<file path="config.mk">
export PLATFORM = sky130hd
export DESIGN_NAME = sram_arbiter
export DESIGN_NICKNAME = d
export VERILOG_FILES = /design/src/rtl/sram_arbiter.sv
export SDC_FILE = /design/constraint.sdc
export NUM_CORES = 1
export LEC_CHECK = 0
export CAP_MARGIN = 20
export CORE_MARGIN = 4
export CORE_UTILIZATION = 30
export CTS_CLUSTER_DIAMETER = 30
export DETAILED_ROUTE_END_ITERATION = 10
export PLACE_DENSITY = 0.65
export REMOVE_ABC_BUFFERS = 1
export SYNTH_ARGS = -nofsm -noshare
export SYNTH_HDL_FRONTEND = slang
export SYNTH_SLANG_ARGS = --single-unit
</file>
<file path="constraint.sdc">
create_clock -name clk_50mhz -period 2.2 [get_ports clk_50mhz]
set_input_delay 0.33 -clock clk_50mhz [delete_from_list [all_inputs] [get_ports clk_50mhz]]
set_output_delay 0.33 -clock clk_50mhz [all_outputs]
set_load 0.01 [all_outputs]
</file>
<file path="src/rtl/sram_arbiter.sv">
// rtl/sram_arbiter.sv - two-port (CPU/video) SRAM access arbiter with per-access timeout
// One access in flight at a time: IDLE grants, ISSUE waits for m_ack or timeout, DONE pulses ACK.
module sram_arbiter #(
  parameter int AW       = 20,
  parameter int DW       = 48,
  parameter int TIMEOUT  = 255,
  parameter int VID_PRIO = 0
) (
  input  logic          clk_50mhz,
  input  logic          rst,
  input  logic          r_stb,
  input  logic          v_stb,
  input  logic          r_we,
  input  logic          v_we,
  input  logic [AW-1:0] r_addra,
  input  logic [AW-1:0] v_addra,
  input  logic [DW-1:0] r_dina,
  input  logic [DW-1:0] v_dina,
  output logic [DW-1:0] r_douta,
  output logic [DW-1:0] v_douta,
  output logic          r_ACK,
  output logic          v_ACK,
  output logic          r_ERR,
  output logic          v_ERR,
  output logic          m_stb,
  output logic          m_we,
  output logic [AW-1:0] m_addra,
  output logic [DW-1:0] m_dina,
  input  logic [DW-1:0] m_douta,
  input  logic          m_ack,
  output logic          busy
);

  typedef enum logic [1:0] {ST_IDLE, ST_ISSUE, ST_DONE} state_t;

  localparam logic [7:0] TIMER_MAX = 8'(TIMEOUT);

  state_t     r_state;
  logic       r_gnt_vid;
  logic       r_last_vid;
  logic [7:0] r_timer;

  logic       w_any_stb;
  logic       w_pick_vid;
  logic [7:0] w_timer_inc;

  // Video takes a tie when prioritised, or when the CPU held the previous grant.
  assign w_any_stb   = r_stb | v_stb;
  assign w_pick_vid  = v_stb & (~r_stb | (VID_PRIO != 0) | ~r_last_vid);
  assign w_timer_inc = r_timer + 8'd1;

  always_ff @(posedge clk_50mhz) begin
    if (rst) begin
      r_state    <= ST_IDLE;
      r_gnt_vid  <= 1'b0;
      r_last_vid <= 1'b1;
      r_timer    <= 8'd0;
      m_stb      <= 1'b0;
      m_we       <= 1'b0;
      m_addra    <= '0;
      m_dina     <= '0;
      r_douta    <= '0;
      v_douta    <= '0;
      r_ACK      <= 1'b0;
      v_ACK      <= 1'b0;
      r_ERR      <= 1'b0;
      v_ERR      <= 1'b0;
      busy       <= 1'b0;
    end else begin
      case (r_state)
        ST_IDLE: begin
          if (w_any_stb) begin
            r_gnt_vid  <= w_pick_vid;
            r_last_vid <= w_pick_vid;
            m_we       <= w_pick_vid ? v_we    : r_we;
            m_addra    <= w_pick_vid ? v_addra : r_addra;
            m_dina     <= w_pick_vid ? v_dina  : r_dina;
            r_timer    <= 8'd0;
            m_stb      <= 1'b1;
            busy       <= 1'b1;
            r_state    <= ST_ISSUE;
          end
        end
        ST_ISSUE: begin
          // An ack on the final allowed cycle still completes without error.
          if (m_ack) begin
            if (r_gnt_vid) v_douta <= m_douta;
            else           r_douta <= m_douta;
            m_stb   <= 1'b0;
            v_ACK   <= r_gnt_vid;
            r_ACK   <= ~r_gnt_vid;
            r_state <= ST_DONE;
          end else if (w_timer_inc == TIMER_MAX) begin
            r_timer <= w_timer_inc;
            m_stb   <= 1'b0;
            v_ACK   <= r_gnt_vid;
            r_ACK   <= ~r_gnt_vid;
            v_ERR   <= r_gnt_vid;
            r_ERR   <= ~r_gnt_vid;
            r_state <= ST_DONE;
          end else begin
            r_timer <= w_timer_inc;
          end
        end
        ST_DONE: begin
          r_ACK   <= 1'b0;
          v_ACK   <= 1'b0;
          r_ERR   <= 1'b0;
          v_ERR   <= 1'b0;
          busy    <= 1'b0;
          r_state <= ST_IDLE;
        end
        default: r_state <= ST_IDLE;
      endcase
    end
  end

endmodule

</file>
== Word-level counts from Yosys, hierarchy flattened ==
Cells that the tools add are included.
W data, S select, Z words.

* Bits in registers: 183
* Latch bits: 0
* Memory bits (writable): 0
* ROM bits: 0
* Bits of input ports: 191
* Logic and storage cells: 67
* Memories kept: 0

* $add $sub $neg: 1
* Multiply operators: 0
* Div/mod/pow operators: 0
* Magnitude comparators: 0
* Eq/ne operators: 7
* Shift-type cells: 0
* Mux-type cells: 25
* Bitwise logic cells: 6
* Reduce and logical (&&, ||, !) cells: 13

{| class="wikitable"
|+ Operators by type and width
! operator !! count
|-
| $mux W48 || 1
|-
| $mux W20 || 1
|-
| $mux W8 || 2
|-
| $pmux W8 S2 || 1
|-
| $reduce_and A3 Y1 || 5
|-
| $pmux W1 S2 || 6
|-
| $mux W1 || 10
|-
| $add A8 B1 Y8 const B || 1
|-
| $eq A8 B8 Y1 const B || 1
|-
| $reduce_and A2 Y1 || 4
|-
| $mux W2 || 3
|-
| $ne A2 B2 Y1 const B || 3
|-
| $reduce_bool A2 Y1 || 3
|-
| $pmux W2 S2 || 1
|-
| $ne A3 B3 Y1 const B || 1
|-
| $not A1 Y1 || 3
|-
| $eq A2 B1 Y1 const B || 1
|-
| $eq A2 B2 Y1 const B || 1
|-
| $logic_not A2 Y1 || 1
|-
| $or A1 B1 Y1 || 2
|-
| $and A1 B1 Y1 || 1
|}

== Logic depth before layout (Yosys ltp) ==
* Word-level depth: 5
* Gate-level depth with buffers: 9
* Depth with buffers taken out: 8

== Worst setup path after synthesis ==
OpenSTA, ideal clock, no wires.

* Path type: flip-flop to flip-flop
* From: reg r_state[1]
* To: reg r_douta[26]
* Library setup time: 0.132 ns
* Arrival: 1.697 ns
* Required time: 2.068 ns
* Setup slack: 0.371 ns
* Cell stages (with the launch flop): 10
* Path buffers: 3
* Cells stage by stage: dfxtp_1 inv_1 ha_1 clkbuf_1 nand2_1 or2_2 buf_2 buf_1 nand2_1 a21oi_1

* Word-level cells in the longest chain between the ends: 2

{| class="wikitable"
|+ Ends and longest elaborated chain
! item !! RTL line !! RTL
|-
| from (decl) || 38 || <nowiki>state_t r_state;</nowiki>
|-
| from (signal assigned) || 54 || <nowiki>r_state <= ST_IDLE;</nowiki>
|-
| from (signal assigned) || 81 || <nowiki>r_state <= ST_ISSUE;</nowiki>
|-
| from (signal assigned) || 92 || <nowiki>r_state <= ST_DONE;</nowiki>
|-
| $eq A2 B1 Y1 || 70 || <nowiki>case (r_state)</nowiki>
|-
| $reduce_and A3 Y1 (no source line) || -- ||
|-
| to (signal assigned) || 88 || <nowiki>else r_douta <= m_douta;</nowiki>
|-
| to (decl) || 19 || <nowiki>output logic [DW-1:0] r_douta,</nowiki>
|}

Every way passes these cells.
A chain may end at the register's enable or synchronous reset.

== Worst setup path in the final report ==
* From: reg r_timer[0]
* To: reg r_state[0]

* Word-level cells in the longest chain between the ends: 4

{| class="wikitable"
|+ Ends and longest elaborated chain
! item !! RTL line !! RTL
|-
| from (decl) || 41 || <nowiki>logic [7:0] r_timer;</nowiki>
|-
| from (signal assigned) || 94 || <nowiki>r_timer <= w_timer_inc;</nowiki>
|-
| from (signal assigned) || 102 || <nowiki>r_timer <= w_timer_inc;</nowiki>
|-
| $add A8 B1 Y8 || 50 || <nowiki>assign w_timer_inc = r_timer + 8'd1;</nowiki>
|-
| $eq A8 B8 Y1 || 93 || <nowiki>end else if (w_timer_inc == TIMER_MAX) begin</nowiki>
|-
| $ne A3 B3 Y1 (no source line) || -- ||
|-
| $reduce_and A2 Y1 (no source line) || -- ||
|-
| to (signal assigned) || 54 ||
|-
| to (signal assigned) || 92 ||
|-
| to (signal assigned) || 100 || <nowiki>r_state <= ST_DONE;</nowiki>
|}

Every way passes these cells.

==> metrics <==
Worst Setup Start Kind register; Fin. Hold Viols 0; clock-pin slew on the worst setup and hold paths 70 ps; Post-synth EDFFs 0; Die H 163.6 um; average size of a mapped cell 8.531 um^2; WHS Endpoint r_gnt_vid; routability congestion estimate 0.8173; setup violators final 0; TNS Setup 0 ps; WP data required 2490 ps; Synth area leaders dfxtp_1, nand2_1, mux2i_1, a211oi_1, a21oi_1; Num CTS Buffers 17; met3 wire length 2.731 mm; Root Driver clkbuf_16; Die X 163.6 um; FMAX 0.5186 GHz; # Max-Cap Violations 0; status complete, no violations; Fillers 2240; port buffer count 361; dpl ws 143.7 ps; max-slew violation count 0; top_reg_cell synth dfxtp_1; H-tree depth 4; maximum vdd drop 0.0003668 V; GRT Overall Usage 18.48%; Inst Count DP 1490; Hold Crit Start rst; DRC Markers 0; asr flop ratio synth 0%; Cell Rows 56; Post-DP Area 11380 um^2; CP max FO 6; post-CTS sizing 0; post-synthesis sequential area ratio 50.47%; final worst-path cycle share 87.65%; initial antenna violation count 3; hold buffers post-CTS 0; RR Startpoint r_timer[0]; worst r2r path cells 7; HP Class input port to register; final worst slack 271.7 ps; FF+latch count, synth 183; DR WL met2 12.11 mm; Avg WL per Cell 16.90 um; post-synthesis cell count 851; pwr/cell area 753.2 nW/um^2; Post-DRT Antenna Nets 0; Static Leak 4.279 nW; largest net degree at the start of global routing 72; mapped cell area 7259 um^2; Final Instance Area 11980 um^2; Clk Latency, worst-skew pair 430 ps; Detail Placement HPWL 18.89 mm; setup bufs post-CTS 0; Netlist cell types 43; register area 3664 um^2; layout cells sized above 1 5.736%; clk_skew 10.69 ps; core area 23610 um^2; Worst R2R Setup Slack 270 ps; Die ar. 26750 um^2; # nets final 1386; WL final 25.76 mm; Starting Density 30.74%; Synth area leader dfxtp_1; TritonCTS clock tree done; data arrival time of the worst path 2220 ps; Routed met1 length 10.52 mm; first-pass GRT wire length 38.76 mm; Detailed Route Iter0 Violations 320; most frequent cells in the layout clkdlybuf4s50_1, nand2_1, dfxtp_1; most common cell after layout, fill and taps aside clkdlybuf4s50_1; Final Critical Period 1928 ps; RSZ-0062 raised after global routing no; Yosys top cell area share 50.47%; first-pass iteration count of the detailed router 4; via/cell ratio 4.664; highest routed layer met5; Synthesis Warnings 0; Cells on Worst Hold Path 2; total clock sinks 183; Max-slew headroom 69.14%; vias in the first global route 6963; final std cells w/o fill 1524; worst setup path category register to register; io pins 362; Max Buffers Root-to-Sink 2; reg2reg end r_state[0]; total grt overflow 0; via count 7108; multi-input combinational cell area 3349 um^2; worst slew pin tran 463.0 ps; Syn-to-layout area delta 65.03%; critical path endpoint category register
worst max path at each step:
stage | startpoint | end | slack [ps] | depth (start not counted)
after CTS | r_timer[0] | r_state[0] | 260 | 7
after detailed placement | r_stb | m_dina[23] | 140 | 7
after global placement | r_stb | m_dina[37] | 190 | 7
after global routing | r_timer[0] | r_state[0] | 80 | 7
after floorplan | v_stb | m_addra[0] | -6370 | 3
final | r_timer[0] | r_state[0] | 270 | 7
cell usage after synthesis, types with 2 or more instances:
library cell and instances:
nand2_1 201, dfxtp_1 183, a21oi_1 106, nor2_1 85, a211oi_1 71, mux2i_1 70, clkbuf_1 48, buf_2 13
buf_1 5, ha_1 5, nand3b_1 5, nor3_1 5, inv_1 4, nand2b_1 4, o21ai_0 4, nand3_1 3
o211ai_1 3, or2_2 3, or3_1 3, a22oi_1 2, and2_1 2, and3_1 2, nand4b_1 2, o21ai_1 2
xnor2_1 2
layer usage:
layer  up-vias  GRT usage [%]
met5         -              0
met4         2          5.032
met3        23          7.873
met2       262          30.45
met1      3223          22.16
li1       3598              -
kinds of logic after synthesis:
logic type	count (synthesis)	synth area share, %
AND/OR/NAND/NOR	322	18.10
AO/OA/AOI/OAI	198	16.72
flip-flops	183	50.47
buffers and inverters	70	3.843
multiplexers	70	9.652
adder cells (fa/ha/maj)	5	0.8618
XOR/XNOR	3	0.3620
per-stage QoR:
step | hold slack (ps) | power (W) | utilization (%)
after CTS | 298.9 | 0.009156 | 50.72
after global routing | 313.6 | 0.009509 | 50.74
after floorplan | 399.1 | 0.004807 | -
final | 321.2 | 0.009024 | 50.74
after global placement | 439.9 | 0.005994 | 48.19
after detailed placement | 445.6 | 0.006011 | 48.19
state kept, by name (all words and copies together), names as in the netlist:
| register | count |
|---|---|
| m_dina | 48 |
| r_last_vid | 1 |
| r_gnt_vid | 1 |
| r_ACK | 1 |
| v_douta | 48 |
| busy | 1 |
| r_ERR | 1 |
| v_ACK | 1 |
| r_timer | 8 |
| r_state | 2 |
| m_stb | 1 |
| m_addra | 20 |
| m_we | 1 |
| v_ERR | 1 |
| r_douta | 48 |
layout make-up:
type	instances	share of cell area, %
Clock inverter	14	1.305
Clock buffer	18	3.666
Timing Repair Buffer	386	32.99
Sequential cell	183	30.58
Antenna cell	2	0.04178
Multi-Input combinational cell	598	27.96
Tap cell	319	3.332
Inverter	4	0.1253
worst max-delay path: stages, from the launching register on:
cell and delay (ps):
dfxtp_1 410, ha_1 210, nand3_1 150, xnor2_1 170, nand4_1 170, or3_4 440, mux2i_1 160, o311ai_1 100
where the power goes:
| group | total [W] | internal, W | switching (W) |
|---|---|---|---|
| Clock | 0.00310 | 0.00157 | 0.00154 |
| Combinational | 0.00216 | 0.00118 | 0.000979 |
| Sequential | 0.00376 | 0.00360 | 0.000161 |
No activity file was read; power rests on OpenSTA's default activity.
